## src/rtl/sprite_pkg.sv

```systemverilog
// Shared types and constants for the sprite scan engine: sprite-code map,
// sprite geometry, object-table entry layout and small helper functions.
package sprite_pkg;

    localparam int SPRITE_W      = 32;
    localparam int NUM_SLOTS_DEF = 8;

    // Sprite ROM codes; the odd codes 1, 5, 7 and 9 have a second animation
    // frame stored at code+1.
    localparam logic [4:0] SPR_CODE_0  = 5'd0;
    localparam logic [4:0] SPR_CODE_1  = 5'd1;
    localparam logic [4:0] SPR_CODE_2  = 5'd2;
    localparam logic [4:0] SPR_CODE_3  = 5'd3;
    localparam logic [4:0] SPR_CODE_4  = 5'd4;
    localparam logic [4:0] SPR_CODE_5  = 5'd5;
    localparam logic [4:0] SPR_CODE_6  = 5'd6;
    localparam logic [4:0] SPR_CODE_7  = 5'd7;
    localparam logic [4:0] SPR_CODE_8  = 5'd8;
    localparam logic [4:0] SPR_CODE_9  = 5'd9;
    localparam logic [4:0] SPR_CODE_10 = 5'd10;

    typedef struct packed {
        logic       en;
        logic [9:0] x;
        logic [9:0] y;
        logic [4:0] code;
    } obj_t;

    // True when pos lies in [org, org+SPRITE_W); 11-bit math so a sprite
    // near 1023 does not wrap around to column/row 0.
    function automatic logic covers(input logic [9:0] pos, input logic [9:0] org);
        return ({1'b0, org} <= {1'b0, pos}) &&
               ({1'b0, pos} < ({1'b0, org} + 11'(SPRITE_W)));
    endfunction

    // Two-frame sprites step to their second frame while the phase is high.
    function automatic logic [4:0] eff_code(input logic [4:0] base, input logic phase);
        if (phase && (base == SPR_CODE_1 || base == SPR_CODE_5 ||
                      base == SPR_CODE_7 || base == SPR_CODE_9))
            return base + 5'd1;
        return base;
    endfunction

endpackage

```

## src/rtl/sprite_hit_sel.sv

```systemverilog
// Combinational per-slot bounding-box compare and lowest-index priority
// select; returns the winner's slot, in-sprite row/column and base code.
module sprite_hit_sel
    import sprite_pkg::*;
#(
    parameter int NUM_SLOTS = NUM_SLOTS_DEF
) (
    input  obj_t       objs [NUM_SLOTS],
    input  logic [9:0] draw_x,
    input  logic [9:0] draw_y,
    input  logic       vde,
    output logic       hit,
    output logic [2:0] slot,
    output logic [4:0] row,
    output logic [4:0] col,
    output logic [4:0] code
);

    // Scan from the highest slot down so the lowest hitting index is the
    // last assignment and therefore wins.
    always_comb begin
        // NOTE: every output gets a default before the loop; otherwise a
        // no-hit path would leave them unassigned and infer latches.
        hit  = 1'b0;
        slot = '0;
        row  = '0;
        col  = '0;
        code = '0;
        for (int i = NUM_SLOTS - 1; i >= 0; i--) begin
            if (vde && objs[i].en && covers(draw_x, objs[i].x) && covers(draw_y, objs[i].y)) begin
                hit  = 1'b1;
                slot = 3'(i);
                row  = 5'(draw_y - objs[i].y);
                col  = 5'(draw_x - objs[i].x);
                code = objs[i].code;
            end
        end
    end

endmodule

```

## src/rtl/sprite_scan_engine.sv

```systemverilog
// Sprite scan engine: object table, animation-phase counter and a two-stage
// pixel pipeline (ROM address/select, then palette code).
// Optional feature: define SPRITE_SHADOW_EN to buffer table writes in a
// shadow table that is copied to the active table on frame_start.
module sprite_scan_engine
    import sprite_pkg::*;
#(
    parameter int ANIM_PERIOD = 30,
    parameter int NUM_SLOTS   = NUM_SLOTS_DEF
) (
    input  logic       pixel_clk,
    input  logic       reset_n,
    input  logic [9:0] drawX,
    input  logic [9:0] drawY,
    input  logic       vde,
    input  logic       frame_start,
    input  logic       obj_we,
    input  logic [2:0] obj_idx,
    input  logic [9:0] obj_x,
    input  logic [9:0] obj_y,
    input  logic [4:0] obj_code,
    input  logic       obj_en,
    output logic [9:0] sprt_addr,
    output logic [4:0] sprt_s,
    input  logic [2:0] rom_data,
    output logic [2:0] pix_idx,
    output logic       pix_hit,
    output logic [2:0] pix_slot,
    output logic       anim_phase
);

    localparam int CNT_W = (ANIM_PERIOD > 1) ? $clog2(ANIM_PERIOD) : 1;

    obj_t             active [NUM_SLOTS];
    obj_t             new_obj;
    logic [CNT_W-1:0] frame_cnt;
    logic             sel_hit;
    logic [2:0]       sel_slot;
    logic [4:0]       sel_row;
    logic [4:0]       sel_col;
    logic [4:0]       sel_code;
    logic             s1_hit;
    logic             s1_vde;
    logic [2:0]       s1_slot;

    // Pack the write-port fields into one table entry.
    always_comb begin
        new_obj = '{en: obj_en, x: obj_x, y: obj_y, code: obj_code};
    end

`ifdef SPRITE_SHADOW_EN
    obj_t shadow      [NUM_SLOTS];
    obj_t shadow_next [NUM_SLOTS];

    // Shadow contents after this cycle's write, so a write landing on the
    // frame_start cycle is part of the copy.
    always_comb begin
        shadow_next = shadow;
        if (obj_we && (int'(obj_idx) < NUM_SLOTS))
            shadow_next[obj_idx] = new_obj;
    end

    // Shadow takes every write; active is refreshed only at frame start.
    always_ff @(posedge pixel_clk or negedge reset_n) begin
        if (!reset_n) begin
            // NOTE: the table is built from flops rather than a RAM macro,
            // so clearing every entry on reset is legal and required here.
            for (int i = 0; i < NUM_SLOTS; i++) begin
                shadow[i] <= '0;
                active[i] <= '0;
            end
        end else begin
            // NOTE: non-blocking assignments keep every register update in
            // this block ordered as a simultaneous clock-edge transfer.
            shadow <= shadow_next;
            if (frame_start)
                active <= shadow_next;
        end
    end
`else
    // Writes go straight into the active table.
    always_ff @(posedge pixel_clk or negedge reset_n) begin
        if (!reset_n) begin
            // NOTE: the table is built from flops rather than a RAM macro,
            // so clearing every entry on reset is legal and required here.
            for (int i = 0; i < NUM_SLOTS; i++)
                active[i] <= '0;
        end else if (obj_we && (int'(obj_idx) < NUM_SLOTS)) begin
            // NOTE: non-blocking assignments keep every register update in
            // this block ordered as a simultaneous clock-edge transfer.
            active[obj_idx] <= new_obj;
        end
    end
`endif

    // Count frames and flip the animation phase once per ANIM_PERIOD frames.
    always_ff @(posedge pixel_clk or negedge reset_n) begin
        if (!reset_n) begin
            frame_cnt  <= '0;
            anim_phase <= 1'b0;
        end else if (frame_start) begin
            if (frame_cnt == CNT_W'(ANIM_PERIOD - 1)) begin
                frame_cnt  <= '0;
                anim_phase <= ~anim_phase;
            end else begin
                frame_cnt <= frame_cnt + 1'b1;
            end
        end
    end

    sprite_hit_sel #(.NUM_SLOTS(NUM_SLOTS)) u_hit_sel (
        .objs   (active),
        .draw_x (drawX),
        .draw_y (drawY),
        .vde    (vde),
        .hit    (sel_hit),
        .slot   (sel_slot),
        .row    (sel_row),
        .col    (sel_col),
        .code   (sel_code)
    );

    // Stage 1: ROM address/select for the winner (all zero on no hit).
    always_ff @(posedge pixel_clk or negedge reset_n) begin
        if (!reset_n) begin
            sprt_addr <= '0;
            sprt_s    <= '0;
            s1_hit    <= 1'b0;
            s1_vde    <= 1'b0;
            s1_slot   <= '0;
        end else begin
            sprt_addr <= {sel_row, sel_col};
            sprt_s    <= eff_code(sel_code, anim_phase);
            s1_hit    <= sel_hit;
            s1_vde    <= vde;
            s1_slot   <= sel_slot;
        end
    end

    // Stage 2: capture the ROM palette code; a miss is transparent.
    always_ff @(posedge pixel_clk or negedge reset_n) begin
        if (!reset_n) begin
            pix_idx  <= '0;
            pix_hit  <= 1'b0;
            pix_slot <= '0;
        end else begin
            pix_idx  <= (s1_hit && s1_vde) ? rom_data : 3'd0;
            pix_hit  <= s1_hit && s1_vde;
            pix_slot <= s1_slot;
        end
    end

endmodule

```

## config.mk

```make
export PLATFORM = sky130hd
export DESIGN_NAME = sprite_scan_engine
export DESIGN_NICKNAME = d
export VERILOG_FILES = /design/src/rtl/sprite_pkg.sv /design/src/rtl/sprite_hit_sel.sv /design/src/rtl/sprite_scan_engine.sv
export SDC_FILE = /design/constraint.sdc
export NUM_CORES = 1
export LEC_CHECK = 0
export BUFFER_PORTS_ARGS = -buffer_cell sky130_fd_sc_hd__buf_2
export CAP_MARGIN = 40
export CORE_ASPECT_RATIO = 0.7
export CORE_MARGIN = 2
export CORE_UTILIZATION = 42
export CTS_CLUSTER_SIZE = 30
export DETAILED_ROUTE_END_ITERATION = 10
export GPL_TIMING_DRIVEN = 0
export PLACE_DENSITY = 0.67
export SLEW_MARGIN = 10
export SYNTH_ARGS = -nofsm -noshare
export SYNTH_HDL_FRONTEND = slang
export SYNTH_SLANG_ARGS = --single-unit
export TNS_END_PERCENT = 30
```

## constraint.sdc

```tcl
create_clock -name pixel_clk -period 5.05 [get_ports pixel_clk]
set_input_delay 0.7575 -clock pixel_clk [delete_from_list [all_inputs] [get_ports pixel_clk]]
set_output_delay 0.7575 -clock pixel_clk [all_outputs]
set_load 0.03 [all_outputs]
```

-- After elaboration in Yosys (flattened, before gate mapping)
Index checks and enable logic that the tools add are counted.
- register bits: 241
- output and inout bits: 23
- eq/ne operators: 5
- bitwise gates (word level): 2
- muxes and demuxes: 48
- add/subtract/negate cells: 34
- reductions and logical operators: 47
- order comparisons: 34
- operators with widths (kind ; number):
    bitwise mux 208 bit ; 1
    adder 10 x 6 -> 11 bit (second input constant) ; 16
    less-than comparator 10 x 11 -> 1 bit ; 16
    less-or-equal comparator 10 bit ; 16
    2-to-1 mux 5 bit ; 27
    subtractor 5 bit ; 16
    demux 26 bit (select 3 bit) ; 1
    logical AND 1 bit ; 43
    2-to-1 mux 3 bit ; 9
    2-to-1 mux 26 bit ; 1
    adder 5 x 1 -> 5 bit (second input constant) ; 2
    == test 5 x 3 -> 1 bit (second input constant) ; 2
    2-to-1 mux 1 bit ; 9
    == test 5 x 1 -> 1 bit (second input constant) ; 1
    == test 5 x 4 -> 1 bit (second input constant) ; 1
    == test 5 bit (second input constant) ; 1
    >= comparator 4 bit (second input constant) ; 1
    less-than comparator 4 x 1 -> 1 bit (second input constant) ; 1
    NOT 3 -> 4 bit ; 1
    logical OR 1 bit ; 3
    AND reduction 2 bit ; 1
    NOT 1 bit ; 1

-- Longest topological paths before layout
- depth after elaboration: 20
- gate-level depth with buffers: 20
- mapped depth without buffers: 20

-- By module
From an unflattened synthesis, not the netlist that was laid out.
- cells, all modules: 1909
- area total of the unflattened synthesis: 19484.9 sq um
- modules (own cells, without submodules) (module ; instances ; area an instance (sq um) ; cells an instance ; sequential area each (sq um)):
    sprite_hit_sel ; 1 ; 10546.4 ; 1388 ; 0.0
    sprite_scan_engine ; 1 ; 8938.6 ; 521 ; 6030.8

-- Least setup slack after synthesis
OpenSTA, ideal clock, no wires.
- path type: input port to flip-flop
- start point: input drawX[1]
- end point: register sprt_s[1]
- stages: 17
- arrival time: 4.464 ns
- setup slack: 0.506 ns
- library setup time: 0.079 ns
- data required time: 4.971 ns
- cell sequence: inv_1 -> ha_1 -> nor2b_1 -> o31a_1 -> o2111ai_1 -> a32oi_1 -> nor4bb_1 -> nor2b_2 -> a221oi_1 -> o41ai_1 -> nand2_1 -> o211ai_1 -> ha_1 -> inv_1 -> o31a_1 -> a211oi_4 -> mux2i_1
- longest elaborated chain between the ends: 19
- elaborated cells between the ends (all ways): 60
- classes of those cells: add/sub: 1; order compare: 16; eq/ne: 4; mux: 11; reduce/logical: 28
- ends and longest elaborated chain (item ; RTL line ; RTL):
    start, declared ; sprite_scan_engine.sv:13 ; input logic [9:0] drawX,
    less-than comparator 10 x 11 -> 1 bit / less-or-equal comparator 10 bit (equally long branches) ; sprite_pkg.sv:33, sprite_pkg.sv:32 ;
    logical AND 1 bit ; sprite_pkg.sv:32 ; return ({1'b0, org} <= {1'b0, pos}) &&
    logical AND 1 bit (2 in series) ; sprite_hit_sel.sv:30 ; if (vde && objs[i].en && covers(draw_x, objs[i].x) && covers(draw_y, objs[i].y)) begin
    2-to-1 mux 5 bit (7 in series) ; sprite_hit_sel.sv:30 ;
    2-to-1 mux 5 bit * ; sprite_hit_sel.sv:30 ;
    branches (longest 6 deep; another with adder 5 x 1 -> 5 bit) ; n/a ;
    2-to-1 mux 5 bit * ; sprite_pkg.sv:41 ; return base;
    end signal, assigned ; sprite_scan_engine.sv:133 ; sprt_s <= eff_code(sel_code, anim_phase);
    end, declared ; sprite_scan_engine.sv:24 ; output logic [4:0] sprt_s,
Mark *: on every way between the ends. The select of a mux whose other input is x is not followed.
A chain may end at the register's enable or synchronous reset.

-- Final worst setup path
- start point: input drawX[5]
- end point: register sprt_s[1]
The elaborated chain is that of the path after synthesis.

==> results.yml <==
yosys:
  synth_area_leaders: "dfrtp_1 (31%), ha_1 (22%), mux2_2 (9.6%)"
  synth_edf_count: 0
  netlist_area_mm2: 0.0193
  syn_area_per_cell_um2: 9.86
  async_flop_share_pct: 100
  yosys_warnings: 0
  synth_ff_type: "dfrtp_1"
  ys_types: 75
  ys_seq_area_share_pct: 31.3
  ys_ff_latch: 241
  synth_largest_area_cell: "dfrtp_1"
  syn_nets: 2369
  synthCells: 1956
  netlist.area_leader.share_pct: 31.3
placed_design:
  port-buffer-count: 74
  place_congestion: 0.977
  place_inst: 2648
  hpwl_mm: 50.4
  dpl_worst_slack_ns: -1.43
worst_setup_path:
  reg2reg_depth: 19
  cp_slowest_cell: "nor3b_4"
  path_depth: 17
  critPathKind: "input pin to register"
  crit_chain: "buf_2 > inv_1 > ha_1 > nand4_1 > a21oi_1 > o31ai_1 > nand4b_1 > a31oi_2 > nand2_4 > nor3b_4 > nand2_1 > o211ai_1 > ha_1 > inv_1 > o31a_1 > a211oi_4 > mux2i_1"
  critPathBufInv: 3
  worst_path_dominant_cell_family: "compound AO/OA/AOI/OAI gates"
  r2r_start: "active[10]$_DFFE_PN0P_"
  start_kind: "input pin"
  timing.rr.end: "sprt_s[1]$_DFF_PN0_"
  path_max_fanout: 10
  worstPathArrival_ns: 5.61
  critPathMaxStageDelay_ns: 0.61
  cp-end-kind: "register"
  required_ns: 5.55
  crit_end: "sprt_s[1]$_DFF_PN0_"
  regToRegSetupSlack_ns: 0.14
  startpoint: "drawX[5]"
die:
  die_x_um: 260
  io_pins: 80
  row_count: 65
  die_area_mm2: 0.0477
  initial_core_util_pct: 42.6
  dieHeight_um: 183
  coreArea_mm2: 0.0452
routing:
  first_iter_violations: 1627
  vias: 16200
  vias_per_cell: 5.92
  drc: 0
  dr.pass1.iters: 6
  wl_mm: 67.6
  wl_per_cell_um: 24.8
  ant_nets: 0
clock_network:
  clock_path_buffers: 3
  numCtsBuffers: 27
  root_buffer: "clkbuf_16"
  clk_pin_slew_ns: 0.06
  cts_tree: "yes"
  clock_sinks: 241
  insertion_delay_ns: 0.59
  cts-hold-fix-buffers: 0
  cts_max_level: 1
worst_hold_path:
  hold_class: "input pin to async pin"
final_layout:
  finalNonFillerCells: 2731
  final_common_cell: "ha_1"
  syn_to_final_growth_pct: 13.9
  final_cell_mix: "ha_1 (340), dfrtp_1 (241), mux2_2 (165)"
  drive_above_1_share_pct: 17.9
  fin_nets: 2520
global_route:
  grt_start_max_net_pins: 98
  grt_pass1_vias: 15400
  grt_overflow: 0
  antenna_found_initial: 0
  grt_pass1_wl_mm: 101
  grt_usage_pct: 28.4
sta:
  fmax_mhz: 196
  fin_crit_sh_pct: 101
  setup_slack_ns: -0.0549
  tightest_slew_ns: 0.981
  fin_worst_skew_ns: 0.0157
  rsz0062_at_grt: "yes"
  finalMaxSlewViolations: 0
  max_slew_margin_pct: 34.6
  setup_viol: 4
  fin_crit_ns: 5.10
  hold_viol_final: 0
power_and_ir_drop:
  total_power_mw: 9.01
  p_leak_nw: 10.2
  power_density_mw_per_mm2: 411
  ir_drop_uv: 224
flow_run:
  maxCapViolCount: 0
outcome:
  violations: "negative setup slack"
  status: "finished with violations"
-- final cells by class --
| cell class | instances | area [µm²] |
|---|---|---|
| Tap cell | 603 | 754 |
| Timing Repair Buffer | 123 | 831 |
| Inverter | 170 | 672 |
| Buffer | 43 | 173 |
| Antenna cell | 1 | 2.50 |
| Clock inverter | 13 | 129 |
| Multi-Input combinational cell | 1501 | 12600 |
| Clock buffer | 36 | 779 |
| Sequential cell | 241 | 6030 |
| Fill cell | 4244 | 23300 |
-- per-layer routing --
layer / vias up / track usage, % / wire [µm]
li1: 7414 / - / -
met1: 7985 / 43.6 / 32200
met2: 663 / 39.7 / 26900
met3: 119 / 5.51 / 6260
met4: 0 / 8.87 / 2320
met5: - / 0 / 0
-- cells by family after synthesis --
kind of cell | after synthesis | share of synthesized area [%]
flops | 241 | 31.3
xor+xnor | 82 | 3.72
buf+inv | 214 | 4.20
simple gates | 432 | 11.4
mux | 171 | 9.95
fa+ha+maj | 356 | 23.7
compound gates | 460 | 15.7
-- synth_stat cells, types with 5 or more instances --
master	count
a211oi_1	37
a21boi_0	5
a21o_1	37
a21oi_1	113
a221oi_1	9
a22oi_1	8
a32o_1	5
a32oi_1	5
and2_1	6
and3_1	19
clkbuf_1	41
dfrtp_1	241
fa_1	16
ha_1	340
inv_1	168
mux2_2	165
mux2i_1	6
nand2_1	117
nand2b_1	32
nand3_1	64
nand4_1	34
nor2_1	75
nor2b_1	25
nor3_1	25
nor3b_1	5
o2111ai_1	5
o211ai_1	15
o21a_1	16
o21ai_0	114
o21ai_1	6
o21bai_1	5
o221ai_1	9
o22ai_1	5
o31a_1	18
o41ai_1	5
or3_1	8
xnor2_1	41
xor2_1	41
-- state kept, by name, indices dropped and copies added (netlist names), 3 cells and up --
name	cells
sprt_addr	10
sprt_s	5
pix_slot	3
s1_slot	3
frame_cnt	5
active	208
pix_idx	3
-- through the flow --
step,hold slack [ns],util (%),setup TNS [ns],cell area (µm²)
5_1_grt,0.197,48.5,-0.123,22000
3_3_place_gp,0.334,45.1,-332.25,20400
4_1_cts,0.172,48.3,0,21800
6_report,0.154,48.6,-0.172,22000
2_1_floorplan,0.331,-,0,19300
3_5_place_dp,0.336,45.6,-14.77,20600
-- report_power, final --
group | total [mW] | switching, mW | internal, mW | leakage (nW)
Combinational | 4.08 | 2.40 | 1.68 | 6.83
Clock | 2.10 | 0.919 | 1.18 | 0.442
Sequential | 2.83 | 0.441 | 2.39 | 2.93
Total | 9.01 | 3.76 | 5.25 | 10.2
-- worst min-delay path by stage --
stage,startpoint,end,slack (ns),depth (start not counted)
after floorplan,s1_slot[0]$_DFF_PN0_,pix_slot[0]$_DFF_PN0_,0.33,0
after global placement,s1_slot[1]$_DFF_PN0_,pix_slot[1]$_DFF_PN0_,0.33,0
after detailed placement,s1_slot[0]$_DFF_PN0_,pix_slot[0]$_DFF_PN0_,0.34,0
after CTS,reset_n,active[55]$_DFFE_PN0P_,0.17,1
after global routing,reset_n,pix_slot[2]$_DFF_PN0_,0.20,1
final,reset_n,active[80]$_DFFE_PN0P_,0.15,1
-- what timing repair did --
item / CTS / global route
gates cloned: 0 / 0
pin swaps: 1 / 6
buffers inserted: 26 / 8
endpoints found under the setup margin: 14 / 6
resized for setup: 24 / 10
(Power assumes the default switching activity.)
